<file path="src/rtl/alu_pkg.sv">
// Shared types, frame constants and check functions for the ALU serial receiver.
package alu_pkg;

    typedef enum logic [2:0] {
        AND_op = 3'b000,
        OR_op  = 3'b001,
        ADD_op = 3'b100,
        SUB_op = 3'b101
    } operation_t;

    typedef enum logic [1:0] {
        IDLE,
        TYPE,
        PAYLOAD,
        STOP
    } deser_state_t;

    localparam logic DATA = 1'b0;
    localparam logic CTL  = 1'b1;

    // CRC-4, x^4+x+1, init 0, message consumed MSB first.
    function automatic logic [3:0] crc4_d68(input logic [67:0] d);
        logic [3:0] c;
        logic       fb;
        c = 4'b0000;
        for (int i = 67; i >= 0; i--) begin
            fb = c[3] ^ d[i];
            c  = {c[2:0], 1'b0};
            if (fb) c = c ^ 4'b0011;
        end
        return c;
    endfunction

    function automatic logic is_valid_op(input logic [2:0] op);
        return (op == AND_op) || (op == OR_op) || (op == ADD_op) || (op == SUB_op);
    endfunction

endpackage

</file>
<file path="src/rtl/alu_frame_deser.sv">
// Bit-level frame deserializer: start, type bit, 8 payload bits, stop.
// state   | meaning
// IDLE    | line idle, waiting for a 0 start bit
// TYPE    | sampling the type bit (0 = data, 1 = control)
// PAYLOAD | shifting in the 8 payload bits, MSB first
// STOP    | sampling the stop bit; frame_done strobes this cycle
module alu_frame_deser
    import alu_pkg::*;
#(
    parameter int FRAME_BITS = 11
) (
    input  logic       clk,
    input  logic       rst,
    input  logic       sin,
    output logic       frame_done,
    output logic       frame_type,
    output logic [7:0] payload,
    output logic       frame_err
);

    localparam int          PAYLOAD_BITS = FRAME_BITS - 3;
    localparam logic [2:0]  BIT_LAST     = 3'(PAYLOAD_BITS - 1);

    deser_state_t state_q, state_d;
    logic         type_q, type_d;
    logic [7:0]   shift_q, shift_d;
    logic [2:0]   bit_cnt_q, bit_cnt_d;

    always_ff @(posedge clk or posedge rst) begin
        if (rst) begin
            state_q   <= IDLE;
            type_q    <= 1'b0;
            shift_q   <= '0;
            bit_cnt_q <= '0;
        end else begin
            state_q   <= state_d;
            type_q    <= type_d;
            shift_q   <= shift_d;
            bit_cnt_q <= bit_cnt_d;
        end
    end

    // frame_done is combinational in STOP so the consumer registers its
    // result on the same edge that samples the stop bit.
    always_comb begin
        state_d    = state_q;
        type_d     = type_q;
        shift_d    = shift_q;
        bit_cnt_d  = bit_cnt_q;
        frame_done = 1'b0;
        frame_err  = 1'b0;
        case (state_q)
            IDLE: begin
                if (!sin) state_d = TYPE;
            end
            TYPE: begin
                type_d    = sin;
                bit_cnt_d = '0;
                state_d   = PAYLOAD;
            end
            PAYLOAD: begin
                shift_d   = {shift_q[6:0], sin};
                bit_cnt_d = bit_cnt_q + 3'd1;
                if (bit_cnt_q == BIT_LAST) state_d = STOP;
            end
            STOP: begin
                frame_done = 1'b1;
                frame_err  = !sin;
                state_d    = IDLE;
            end
            default: state_d = IDLE;
        endcase
    end

    assign frame_type = type_q;
    assign payload    = shift_q;

endmodule

</file>
<file path="src/rtl/alu_serial_rx.sv">
// Packet layer of the ALU serial receiver: counts data frames, assembles {B,A},
// checks CRC and opcode, and issues one command per good control frame.
module alu_serial_rx
    import alu_pkg::*;
#(
    parameter int DATA_FRAMES = 8,
    parameter int FRAME_BITS  = 11
) (
    input  logic        clk,
    input  logic        rst,
    input  logic        sin,
    output logic        cmd_valid,
    output logic [31:0] cmd_a,
    output logic [31:0] cmd_b,
    output logic [2:0]  cmd_op,
    output logic        err_data,
    output logic        err_crc,
    output logic        err_op
);

    localparam int               CNT_W    = $clog2(DATA_FRAMES + 2);
    localparam logic [CNT_W-1:0] CNT_FULL = CNT_W'(DATA_FRAMES);
    localparam logic [CNT_W-1:0] CNT_SAT  = CNT_W'(DATA_FRAMES + 1);

    logic       frame_done, frame_type, frame_err;
    logic [7:0] payload;

    alu_frame_deser #(.FRAME_BITS(FRAME_BITS)) u_deser (
        .clk        (clk),
        .rst        (rst),
        .sin        (sin),
        .frame_done (frame_done),
        .frame_type (frame_type),
        .payload    (payload),
        .frame_err  (frame_err)
    );

    logic [CNT_W-1:0] count_q, count_d;
    logic             bad_q, bad_d;
    logic [63:0]      shreg_q, shreg_d;
    logic             cmd_valid_q, cmd_valid_d;
    logic [31:0]      cmd_a_q, cmd_a_d, cmd_b_q, cmd_b_d;
    logic [2:0]       cmd_op_q, cmd_op_d;
    logic             err_data_q, err_data_d, err_crc_q, err_crc_d, err_op_q, err_op_d;

    logic [2:0] op_rx;
    logic [3:0] crc_rx, crc_calc;

    // Control payload is {0, OP[2:0], CRC[3:0]}; the CRC covers {B, A, type bit, OP}.
    assign op_rx    = payload[6:4];
    assign crc_rx   = payload[3:0];
    assign crc_calc = crc4_d68({shreg_q, CTL, op_rx});

    always_ff @(posedge clk or posedge rst) begin
        if (rst) begin
            count_q     <= '0;
            bad_q       <= 1'b0;
            shreg_q     <= '0;
            cmd_valid_q <= 1'b0;
            cmd_a_q     <= '0;
            cmd_b_q     <= '0;
            cmd_op_q    <= '0;
            err_data_q  <= 1'b0;
            err_crc_q   <= 1'b0;
            err_op_q    <= 1'b0;
        end else begin
            count_q     <= count_d;
            bad_q       <= bad_d;
            shreg_q     <= shreg_d;
            cmd_valid_q <= cmd_valid_d;
            cmd_a_q     <= cmd_a_d;
            cmd_b_q     <= cmd_b_d;
            cmd_op_q    <= cmd_op_d;
            err_data_q  <= err_data_d;
            err_crc_q   <= err_crc_d;
            err_op_q    <= err_op_d;
        end
    end

    always_comb begin
        count_d     = count_q;
        bad_d       = bad_q;
        shreg_d     = shreg_q;
        cmd_valid_d = 1'b0;
        cmd_a_d     = cmd_a_q;
        cmd_b_d     = cmd_b_q;
        cmd_op_d    = cmd_op_q;
        err_data_d  = err_data_q;
        err_crc_d   = err_crc_q;
        err_op_d    = err_op_q;
        if (frame_done) begin
            if (frame_err) begin
                bad_d = 1'b1;
            end else if (frame_type == DATA) begin
                shreg_d = {shreg_q[55:0], payload};
                if (count_q != CNT_SAT) count_d = count_q + CNT_W'(1);
                if (count_q >= CNT_FULL) bad_d = 1'b1;
            end else begin
                err_data_d  = (count_q != CNT_FULL) || bad_q;
                err_crc_d   = !err_data_d && (crc_rx != crc_calc);
                err_op_d    = !err_data_d && !err_crc_d && !is_valid_op(op_rx);
                cmd_valid_d = 1'b1;
                cmd_b_d     = shreg_q[63:32];
                cmd_a_d     = shreg_q[31:0];
                cmd_op_d    = op_rx;
                count_d     = '0;
                bad_d       = 1'b0;
            end
        end
    end

    assign cmd_valid = cmd_valid_q;
    assign cmd_a     = cmd_a_q;
    assign cmd_b     = cmd_b_q;
    assign cmd_op    = cmd_op_q;
    assign err_data  = err_data_q;
    assign err_crc   = err_crc_q;
    assign err_op    = err_op_q;

endmodule
</file>
<file path="config.mk">
export PLATFORM = sky130hd
export DESIGN_NAME = alu_serial_rx
export DESIGN_NICKNAME = d
export VERILOG_FILES = /design/src/rtl/alu_pkg.sv /design/src/rtl/alu_frame_deser.sv /design/src/rtl/alu_serial_rx.sv
export SDC_FILE = /design/constraint.sdc
export NUM_CORES = 1
export LEC_CHECK = 0
export ABC_AREA = 1
export BUFFER_PORTS_ARGS = -buffer_cell sky130_fd_sc_hd__buf_4
export CORE_MARGIN = 4
export CORE_UTILIZATION = 50
export DETAILED_ROUTE_END_ITERATION = 16
export GPL_TIMING_DRIVEN = 0
export PLACE_DENSITY = 0.81
export RECOVER_POWER = 100
export SYNTH_ARGS = -nofsm -noshare
export SYNTH_HDL_FRONTEND = slang
export SYNTH_SLANG_ARGS = --single-unit
</file>
<file path="constraint.sdc">
create_clock -name clk -period 5.07 [get_ports clk]
set_input_delay 0.507 -clock clk [delete_from_list [all_inputs] [get_ports clk]]
set_output_delay 0.507 -clock clk [all_outputs]
set_load 0.05 [all_outputs]
</file>
==> summary.txt, run 1 <==
Worst setup path
  – CP max stage cell: dfrtp_2
  – Crit path DAT: between 7 and 8 ns
  – R2r setup slk: -1.75 ns
  – Required @ worst endpoint: approximately 5.4 ns
  – Critical Path Max Stage Delay: roughly 0.48 ns
  – Critical path class: flip-flop to flip-flop
  – Worst r2r dst: err_crc$_DFFE_PP0P_
  – Critical R2R Launch: shreg_q[62]$_DFFE_PP0P_
  – Setup crit end kind: flip-flop
  – Crit Path Max Fanout: 6
  – Reg2reg path depth: 65
  – Worst path most repeated cell: nand2_1
  – Crit start category: flip-flop

Worst hold path
  – Hold_sp: sin
  – Hold Path Class: primary input to flip-flop
  – Hold path cells: 3
  – WHS Endpoint: u_deser.payload[0]$_DFFE_PP0P_

Route
  – Via density: 6.05
  – Routed vias: slightly above 9000
  – Wirelength per Cell: around 19 um
  – Total Wirelength: 28700 um
  – 1st-pass router iterations: 7
  – 1st-iter DRT viols: about 1200
  – Final ANT Viol Nets: 0
  – DR DRC count: 0

STA
  – Worst Max-Slew Pin Slew: about 2.5 ns
  – Period utilisation layout: 135%
  – Final Hold Viols: 0
  – Relative slew slack: -68.8%
  – Hold slack: 0.325 ns
  – Post-route setup slack: -1.75 ns
  – Minimum clock period: between 6 and 7 ns
  – RSZ-0062 raised after global routing: yes
  – Final Max Slew Viols: 157
  – Clock Skews: roughly 0.013 ns
  – Final setup vio count: 2
  – F_max: approximately 150 MHz

Cells and area
  – Most frequent cells in the layout: 305 x nand2_1, 150 x dfrtp_1, 146 x o21ai_0
  – Sequential cell area: 3860 um^2
  – Ratio of cells with drive above 1 in the final layout: between 20 and 30%
  – Cell Count, Final, Fillers Out: 1531
  – Area grow syn2layout: 31.4%
  – # fillers: 1251
  – Antenna cells: 0
  – Layout Nets: between 1000 and 1500
  – Most common cell after layout, fill and taps aside: nand2_1
  – Core Util, Final: between 60% and 70%
  – Multi-input logic area: around 5500 um^2

CTS
  – Reg clk slew, reported paths: approximately 0.060 ns
  – CTS tree: done
  – H-tree levels: 4
  – Clock root cell: clkbuf_16
  – Clk buf depth: 2
  – CTS Buf Count: 17
  – Sink Count: 154
  – Worst-Skew Late Latency: around 0.45 ns

Synthesis
  – Synth warn: 0
  – Yosys reg bits: approximately 150
  – Syn Nets: around 1200
  – Synth top area share: roughly 45%
  – Mean Syn Cell Area: roughly 7.2 um^2
  – Mapped cell area: between 8000 and 9000 um^2
  – Largest cells by area after synthesis: dfrtp_1 45%, nand2_1 19%, nand3_1 9.9%
  – Register area share after synthesis: 44.8%
  – Synth area leader: dfrtp_1
  – Post-synthesis instance total: 1195
  – Post-synthesis cell type count: 21

Floorplanning
  – Chip width: between 100 and 150 um
  – Die footprint: 19400 um^2
  – Initial Utilization: between 50% and 60%
  – # rows: 47
  – Die height: between 100 and 150 um
  – IO Pins: 74
  – Core area: about 17000 um^2

Global routing
  – Vias in the first global route: roughly 8100
  – GR Util All Layers: 23.7%
  – First-pass GRT wire length: 38000 um
  – Largest net degree at the start of global routing: 103
  – GRT Residual Overflow: 0
  – Initial antenna violation count: 0

Place
  – Placed instance count: approximately 1500
  – Setup WS pre-CTS: -0.919 ns
  – GPL Wtd Cong: ~0.87
  – Post-DP HPWL: between 15000 and 20000 um
  – PortBufs: 73

Outcome
  – Status: finished with violations
  – Violated checks: max-capacitance violations, max-slew violations, negative setup slack

Run
  – MaxCap Viol Count: 2
## cell usage after synthesis (all sizes together)
cell / instances
a21oi: 7
nor2: 11
ha: 10
inv: 123
buf: 3
nand3: 184
clkbuf: 28
nand2: 521
nand3b: 1
nand4: 1
o21ai: 146
xor2: 1
or2: 1
nor3: 2
dfrtp: 154
xnor2: 2
## layer usage
metal | wire length, um | vias up | track usage [%] | share of wire [%]
li1 | - | 4037 | - | -
met1 | 10600 | 4385 | 29.9 | 37
met2 | 14000 | 662 | 40.3 | 49
met3 | 2530 | 174 | 4.72 | 8.8
met4 | 1620 | 0 | 9.22 | 5.6
met5 | 0 | - | 0 | 0
## timing repair
action                                 CTS  global route
resized for setup                       48           296
setup endpoints to repair                2             2
endpoints found under the hold margin    0             0
pin swaps                                7           109
hold buffers                             0             0
setup buffers                            0            10
## worst max-delay path, delay by kind of cell (launching register included)
family                    cells  cell delay [ns]
and+or+nand+nor              58             5.58
DFF                           1             0.48
buffers and inverters         6             0.45
xor gates and xnor gates      1             0.15
## kinds of logic after synthesis
group	synth area share (%)
AOI/OAI and AO/OA	8.90
xor gates and xnor gates	0.305
adders and majority gates	1.45
buffers and inverters	6.72
DFF	44.8
and+or+nand+nor	37.8
## state kept, by name, summed over array words and instances, names as in the netlist, 2 cells and up
register / count
u_deser.payload: 8
cmd_a: 32
shreg_q: 64
count_q: 4
u_deser.bit_cnt_q: 3
cmd_b: 32
cmd_op: 3
u_deser.state_q: 2
## through the flow
stage / cell area, um^2 / setup TNS, ns
after floorplan: 8600 / -0.0445
after global placement: 9430 / -191.40
after detailed placement: 9460 / -1.75
after CTS: 10300 / -1.71
after global routing: 11300 / -3.97
final: 11300 / -3.40
## worst max-delay path by stage
stage	startpoint	to	slack, ns	cells after the start
global placement	rst	cmd_a[17]$_DFFE_PP0P_	-1.25	2
global route	shreg_q[63]$_DFFE_PP0P_	err_crc$_DFFE_PP0P_	-2.03	65
floorplan	shreg_q[63]$_DFFE_PP0P_	err_crc$_DFFE_PP0P_	-0.04	62
detailed placement	shreg_q[63]$_DFFE_PP0P_	err_crc$_DFFE_PP0P_	-0.92	64
CTS	shreg_q[63]$_DFFE_PP0P_	err_crc$_DFFE_PP0P_	-0.91	66
finish	shreg_q[62]$_DFFE_PP0P_	err_crc$_DFFE_PP0P_	-1.75	65
## final cells by class
type | instances | share of cell area [%]
timing repair buffer | 84 | 3.34
multi-input combinational | 887 | 49.0
inverter | 123 | 4.25
sequential | 154 | 34.1
clock buffer | 19 | 3.92
buffer | 31 | 1.03
tap | 220 | 2.43
clock inverter | 13 | 1.90
Power of run 1 is left out: the tool's default activity adds up to more than one toggle a clock period on the data nets, which glitch-free logic cannot reach.
==> run 2: changes to the inputs <==
ABC_AREA = unset   (was 1)
ABC_CLOCK_PERIOD_IN_PS = 5070   (was unset)
PLACE_DENSITY = 0.82   (was 0.81)
==> run 2 against run 1 <==
Compared with the run above:
- the run ends with max-capacitance violations, max-slew violations left
- die area fell by 15%
- routed wire length fell by 47%
- synthesized cell count fell by 47%
- critical path depth fell by 56
- count of clock-buffer cells in the layout rose by 3
- register-to-register slack improved by 2.9 ns
- final area fell by 26%
- critical path type unchanged
- highest routed layer unchanged
==> summary.txt, run 2 <==
Outcome
  – Status: finished with violations
  – Violated checks: max-capacitance violations, max-slew violations

Cells and area
  – # fillers: 1143 (-8.6%)
  – Max FFs per register: 64 (unchanged)
  – Antenna cells: 0 (unchanged)
  – Largest Register: shreg_q
  – Most common cell after layout, fill and taps aside: nand2_1
  – Most frequent cells in the layout: 207 x nand2_1, 154 x dfrtp_1, 96 x clkbuf_1
  – Area grow syn2layout: 14.9%
  – Ratio of cells with drive above 1 in the final layout: 14.6% (-15 points)
  – Core Util, Final: 59.4% (-8.3 points)
  – Layout Nets: 736 (-44%)
  – Sequential cell area: 3850 um^2 (-0.13%)
  – Multi-input logic area: 3250 um^2 (-41%)
  – Cell Count, Final, Fillers Out: 913 (-40%)

Floorplanning
  – Core area: 14000 um^2 (-16%)
  – Initial Utilization: 51.7% (+0.16 points)
  – Die height: 128 um (-7.7%)
  – Die footprint: 16500 um^2 (-15%)
  – Chip width: 128 um (-7.7%)
  – IO Pins: 74 (unchanged)
  – # rows: 43 (-8.5%)

Worst setup path
  – R2r setup slk: 1.12 ns (+2.87 ns)
  – Crit start category: flip-flop
  – Critical path buffer and inverter count: 0 (-6)
  – Setup crit end kind: flip-flop
  – Crit-path cells: xnor3_1 > xnor3_2 > xnor3_2 > xnor2_1 > xor3_1 > xor3_1 > o31a_1 > o32ai_2 > a32o_1
  – Critical Path Max Stage Delay: 0.49 ns (about the same)
  – Crit path launch: shreg_q[55]$_DFFE_PP0P_
  – Required @ worst endpoint: 5.42 ns (+0.02 ns)
  – Reg2reg path depth: 9 (-86%)
  – CP max stage cell: xor3_1
  – CP delay by family, top: XOR/XNOR gates
  – Worst r2r dst: err_op$_DFFE_PP0P_
  – Critical R2R Launch: shreg_q[55]$_DFFE_PP0P_
  – Crit path DAT: 4.30 ns (-2.85 ns)
  – Levels on crit path: 9 (-86%)
  – Crit Path Max Fanout: 4 (-2)
  – Critical path class: flip-flop to flip-flop

Route
  – Final ANT Viol Nets: 0 (unchanged)
  – Via density: 5.12 (-15%)
  – Routed vias: 4673 (-50%)
  – 1st-iter DRT viols: 262 (-78%)
  – Wirelength per Cell: 16.8 um (-10%)
  – DR DRC count: 0 (unchanged)
  – Total Wirelength: 15400 um (-47%)
  – 1st-pass router iterations: 5 (-2)

CTS
  – CTS tree: done
  – Clk buf depth: 2 (unchanged)
  – Buffer count from post-CTS setup fixing: 0 (unchanged)
  – H-tree levels: 4 (unchanged)
  – Sink Count: 154 (unchanged)
  – CTS Buf Count: 17 (unchanged)
  – Reg clk slew, reported paths: 0.06 ns (about the same)
  – Hold buffers post-CTS: 0 (unchanged)
  – Worst-Skew Late Latency: 0.42 ns (-0.03 ns)
  – Post-CTS sizing: 0 (-100%)
  – Clock root cell: clkbuf_16

Global routing
  – GRT Residual Overflow: 0 (unchanged)
  – GR Util All Layers: 19.8% (-3.9 points)
  – Vias in the first global route: 4990 (-38%)
  – Largest net degree at the start of global routing: 87 (-16%)
  – Initial antenna violation count: 0 (unchanged)
  – First-pass GRT wire length: 25400 um (-33%)

Place
  – GPL Wtd Cong: 0.893 (+3.2%)
  – Post-DP HPWL: 11000 um (-32%)
  – Placed instance count: 884 (-41%)
  – PortBufs: 72 (-1.4%)

Synthesis
  – Most instantiated cells after synthesis: 207 x nand2_1, 154 x dfrtp_1, 74 x mux2_2, 67 x xnor2_1, 24 x clkbuf_1
  – Top-count cell post-synth: nand2_1
  – Yosys reg bits: 154 (unchanged)
  – Mean Syn Cell Area: 11.5 um^2 (+60%)
  – Post-synthesis instance total: 631 (-47%)
  – Post-synthesis cell type count: 35 (+67%)
  – EDFF count, synth: 0 (unchanged)
  – Syn Nets: 644 (-47%)
  – Main synth FF type: dfrtp_1
  – Synth area leader: dfrtp_1
  – Synth top area share: 53.1% (+8.3 points)
  – Asr flop ratio synth: 100% (unchanged)
  – Register area share after synthesis: 53.1% (+8.3 points)
  – Largest cells by area after synthesis: dfrtp_1 53%, mux2_2 11%, nand2_1 11%
  – Mapped cell area: 7260 um^2 (-16%)
  – Synth warn: 0 (unchanged)

STA
  – Sum Neg Setup Slack: 0 ns (+3.40 ns)
  – Final setup vio count: 0 (-2)
  – RSZ-0062 raised after global routing: no
  – Period utilisation layout: 77.9% (-57 points)
  – Final Hold Viols: 0 (unchanged)
  – F_max: 253 MHz (+73%)
  – Minimum clock period: 3.95 ns (-2.87 ns)
  – Relative slew slack: -101% (-32 points)
  – Worst Max-Slew Pin Slew: 3.00 ns (+0.468 ns)
  – Clock Skews: 0.0101 ns (-0.00318 ns)
  – Final Max Slew Viols: 69 (-56%)

Worst hold path
  – Hold_sp: cmd_a[24]$_DFFE_PP0P_
  – Hold path cells: 2 (-1)
  – WHS Endpoint: cmd_a[24]$_DFFE_PP0P_
  – Hold Path Class: flip-flop to flip-flop

Run
  – MaxCap Viol Count: 1 (-1)
==> run 2: kinds of logic after synthesis <==
| kind of cell | synth area share [%] |
|---|---|
| AOI/OAI and AO/OA | 1.86 |
| xor gates and xnor gates | 17.4 |
| adders and majority gates | 1.72 |
| buffers and inverters | 1.97 |
| DFF | 53.1 |
| muxes | 11.8 |
| and+or+nand+nor | 12.2 |
==> run 2: through the flow <==
stage	setup WS (ns)	hold WS, ns	cell area [um^2]
after global placement	-0.899	0.460	8020
after CTS	1.23	0.196	8620
after detailed placement	1.26	0.463	8060
final	1.12	0.470	8340
after global routing	0.921	0.475	8340
after floorplan	0.413	0.454	7260
==> run 2: how the worst max path moves through the flow <==
stage	end	slack (ns)
finish	err_op$_DFFE_PP0P_	1.12
global route	err_op$_DFFE_PP0P_	0.92
CTS	err_op$_DFFE_PP0P_	1.23
detailed placement	err_op$_DFFE_PP0P_	1.26
global placement	cmd_a[26]$_DFFE_PP0P_	-0.90
floorplan	bad_q$_DFFE_PP0P_	0.41
==> run 2: tightest hold or removal path: stages (launching register included) <==
cell	delay, ns
dfrtp_1	0.34
nand2_1	0.05
nand2_1	0.05
==> run 2: area by class of cell <==
cell class | instances | area share, %
sequential | 154 | 46.2
multi-input combinational | 439 | 39.0
clock buffer | 22 | 5.93
timing repair buffer | 73 | 3.62
tap | 180 | 2.70
buffer | 25 | 1.13
clock inverter | 7 | 0.810
inverter | 13 | 0.600
==> run 2: routing by layer <==
layer	share of wire (%)	wire length (um)	up-vias	track usage (%)
met1	43	6540	2315	25.4
met5	0	0	-	0
met3	4.9	746	17	4.98
met4	1.6	251	0	6.12
li1	-	-	2229	-
met2	51	7820	112	33.3
Power of run 2 is left out for the same reason.
==> run 3: changes to the inputs <==
ABC_CLOCK_PERIOD_IN_PS = 4000   (was 5070)
PLACE_DENSITY = 0.79   (was 0.82)
clock period = 4 ns   (was 5.07 ns; I/O delays follow)
==> run 3 against run 2 <==
Compared with the run above:
- the run still ends with max-capacitance violations, max-slew violations left
- via count rose by 2.1%
- global-route usage rose by 0.44 points
- critical path depth did not move
==> summary.txt, run 3 (synthesis gave the netlist of run 2 again) <==
CTS
  – CTS tree: done
  – Sink Count: 154 (unchanged)
  – Clock root cell: clkbuf_16
  – CTS Buf Count: 17 (unchanged)
  – Clk buf depth: 2 (unchanged)
  – Worst-Skew Late Latency: 0.42 ns (about the same)
  – Reg clk slew, reported paths: 0.06 ns (about the same)
  – Post-CTS sizing: 0 (unchanged)
  – H-tree levels: 4 (unchanged)
  – Buffer count from post-CTS setup fixing: 0 (unchanged)
  – Hold buffers post-CTS: 1 (+1)

Cells and area
  – Max FFs per register: 64 (unchanged)
  – Layout Nets: 740 (+0.54%)
  – Cell Count, Final, Fillers Out: 920 (+0.77%)
  – Ratio of cells with drive above 1 in the final layout: 15.5% (+0.94 points)
  – Most frequent cells in the layout: 207 x nand2_1, 154 x dfrtp_1, 98 x clkbuf_1
  – Most common cell after layout, fill and taps aside: nand2_1
  – Area grow syn2layout: 16.4%
  – Antenna cells: 0 (unchanged)
  – Largest Register: shreg_q

Route
  – Met1 wire length: 6680 um (+2.2%)
  – Wirelength per Cell: 17.2 um (+2.2%)
  – Max layer used: met4
  – Via density: 5.19 (+1.4%)
  – Total Wirelength: 15800 um (+3.0%)
  – DR DRC count: 0 (unchanged)
  – 1st-iter DRT viols: 273 (+4.2%)
  – Met2 wire len: 8060 um (+3.0%)
  – 1st-pass router iterations: 4 (-1)
  – Final ANT Viol Nets: 0 (unchanged)
  – Met3 WL: 779 um (+4.4%)
  – Routed vias: 4773 (+2.1%)

STA
  – F_max: 261 MHz (+3.3%)
  – Final Hold Viols: 0 (unchanged)
  – Sum Neg Setup Slack: 0 ns (unchanged)
  – Minimum clock period: 3.83 ns (-0.124 ns)
  – Final Max Slew Viols: 43 (-38%)
  – Period utilisation layout: 95.7% (+18 points)
  – Relative slew slack: -62.0% (+39 points)
  – RSZ-0062 raised after global routing: no
  – Clock Skews: 0.00535 ns (-0.00474 ns)
  – Final setup vio count: 0 (unchanged)
  – Worst Max-Slew Pin Slew: 2.43 ns (-0.569 ns)

Floorplanning
  – IO Pins: 74 (unchanged)
  – Initial Utilization: 51.7% (unchanged)
  – Core area: 14000 um^2 (unchanged)
  – Die height: 128 um (unchanged)
  – Die footprint: 16500 um^2 (unchanged)
  – # rows: 43 (unchanged)
  – Chip width: 128 um (unchanged)

Place
  – GPL Wtd Cong: 0.896 (+0.26%)
  – Placed instance count: 887 (+0.34%)
  – Post-DP HPWL: 11300 um (+3.1%)
  – PortBufs: 72 (unchanged)

Worst setup path
  – Crit path DAT: 4.18 ns (-0.12 ns)
  – Reg2reg path depth: 9 (unchanged)
  – Crit Path Max Fanout: 4 (unchanged)
  – Required @ worst endpoint: 4.36 ns (-1.06 ns)
  – Critical path class: flip-flop to flip-flop
  – Crit start category: flip-flop
  – Setup crit end kind: flip-flop

Worst hold path
  – Hold path cells: 2 (unchanged)
  – Hold Path Class: primary input to flip-flop

Outcome
  – Status: finished with violations
  – Violated checks: max-capacitance violations, max-slew violations

Global routing
  – Initial antenna violation count: 0 (unchanged)
  – GR Util All Layers: 20.3% (+0.44 points)
  – First-pass GRT wire length: 25800 um (+1.5%)
  – Largest net degree at the start of global routing: 45 (-48%)
  – GRT Residual Overflow: 0 (unchanged)
  – Vias in the first global route: 5136 (+2.9%)

Run
  – MaxCap Viol Count: 1 (unchanged)
run 3: cell types whose count changed in the layout (fill, tap and decap cells not counted), moves of 2 or more:
cell,delta
clkbuf_8,-3
buf_12,+2
mux2_1,-3
mux2_2,+3
clkbuf_1,+2
bufinv_16,+3
run 3: final cells by class:
class	count	area [um^2]
Multi-Input combinational cell	439	3260
Buffer	25	93.8
Inverter	13	50.0
Timing Repair Buffer	77	335
Clock buffer	20	457
Clock inverter	12	171
Sequential cell	154	3850
Tap cell	180	225
Fill cell	1153	5600
run 3: path summary, 6_finish.rpt:
path / slack, ns / end / startpoint
max: 0.17 / err_op$_DFFE_PP0P_ / shreg_q[59]$_DFFE_PP0P_
min in group asynchronous: 0.40 / cmd_b[18]$_DFFE_PP0P_ / rst
min: 0.35 / bad_q$_DFFE_PP0P_ / sin
max in group asynchronous: 0.80 / cmd_a[20]$_DFFE_PP0P_ / rst
max reg2reg: 0.17 / err_op$_DFFE_PP0P_ / shreg_q[59]$_DFFE_PP0P_
min reg2reg: 0.47 / cmd_b[8]$_DFFE_PP0P_ / cmd_b[8]$_DFFE_PP0P_
run 3: through the flow:
step	instance area, um^2	setup slack [ns]	hold slack [ns]	utilization (%)
detailed placement	8110	0.230	0.287	57.7
finish	8450	0.174	0.352	60.1
CTS	8740	0.162	0.325	62.3
global route	8450	0.0111	0.382	60.1
floorplan	7260	0.490	0.454	-
global placement	8030	0.281	0.460	57.2
run 3: layer usage:
layer | vias to the layer above | GRT usage (%)
met5 | - | 0
li1 | 2234 | -
met3 | 25 | 5.48
met2 | 112 | 33.1
met1 | 2402 | 26.2
met4 | 0 | 7.24
run 3: worst max-delay path: stages (launching register included):
cell and delay [ns]:
dfrtp_1 0.43, xnor3_1 0.40, xnor3_2 0.48, xnor3_1 0.47
xnor2_2 0.31, xor3_2 0.45, xor3_1 0.43, o31a_1 0.33
o32ai_2 0.25, a32o_1 0.21
Power of run 3 is left out for the same reason.
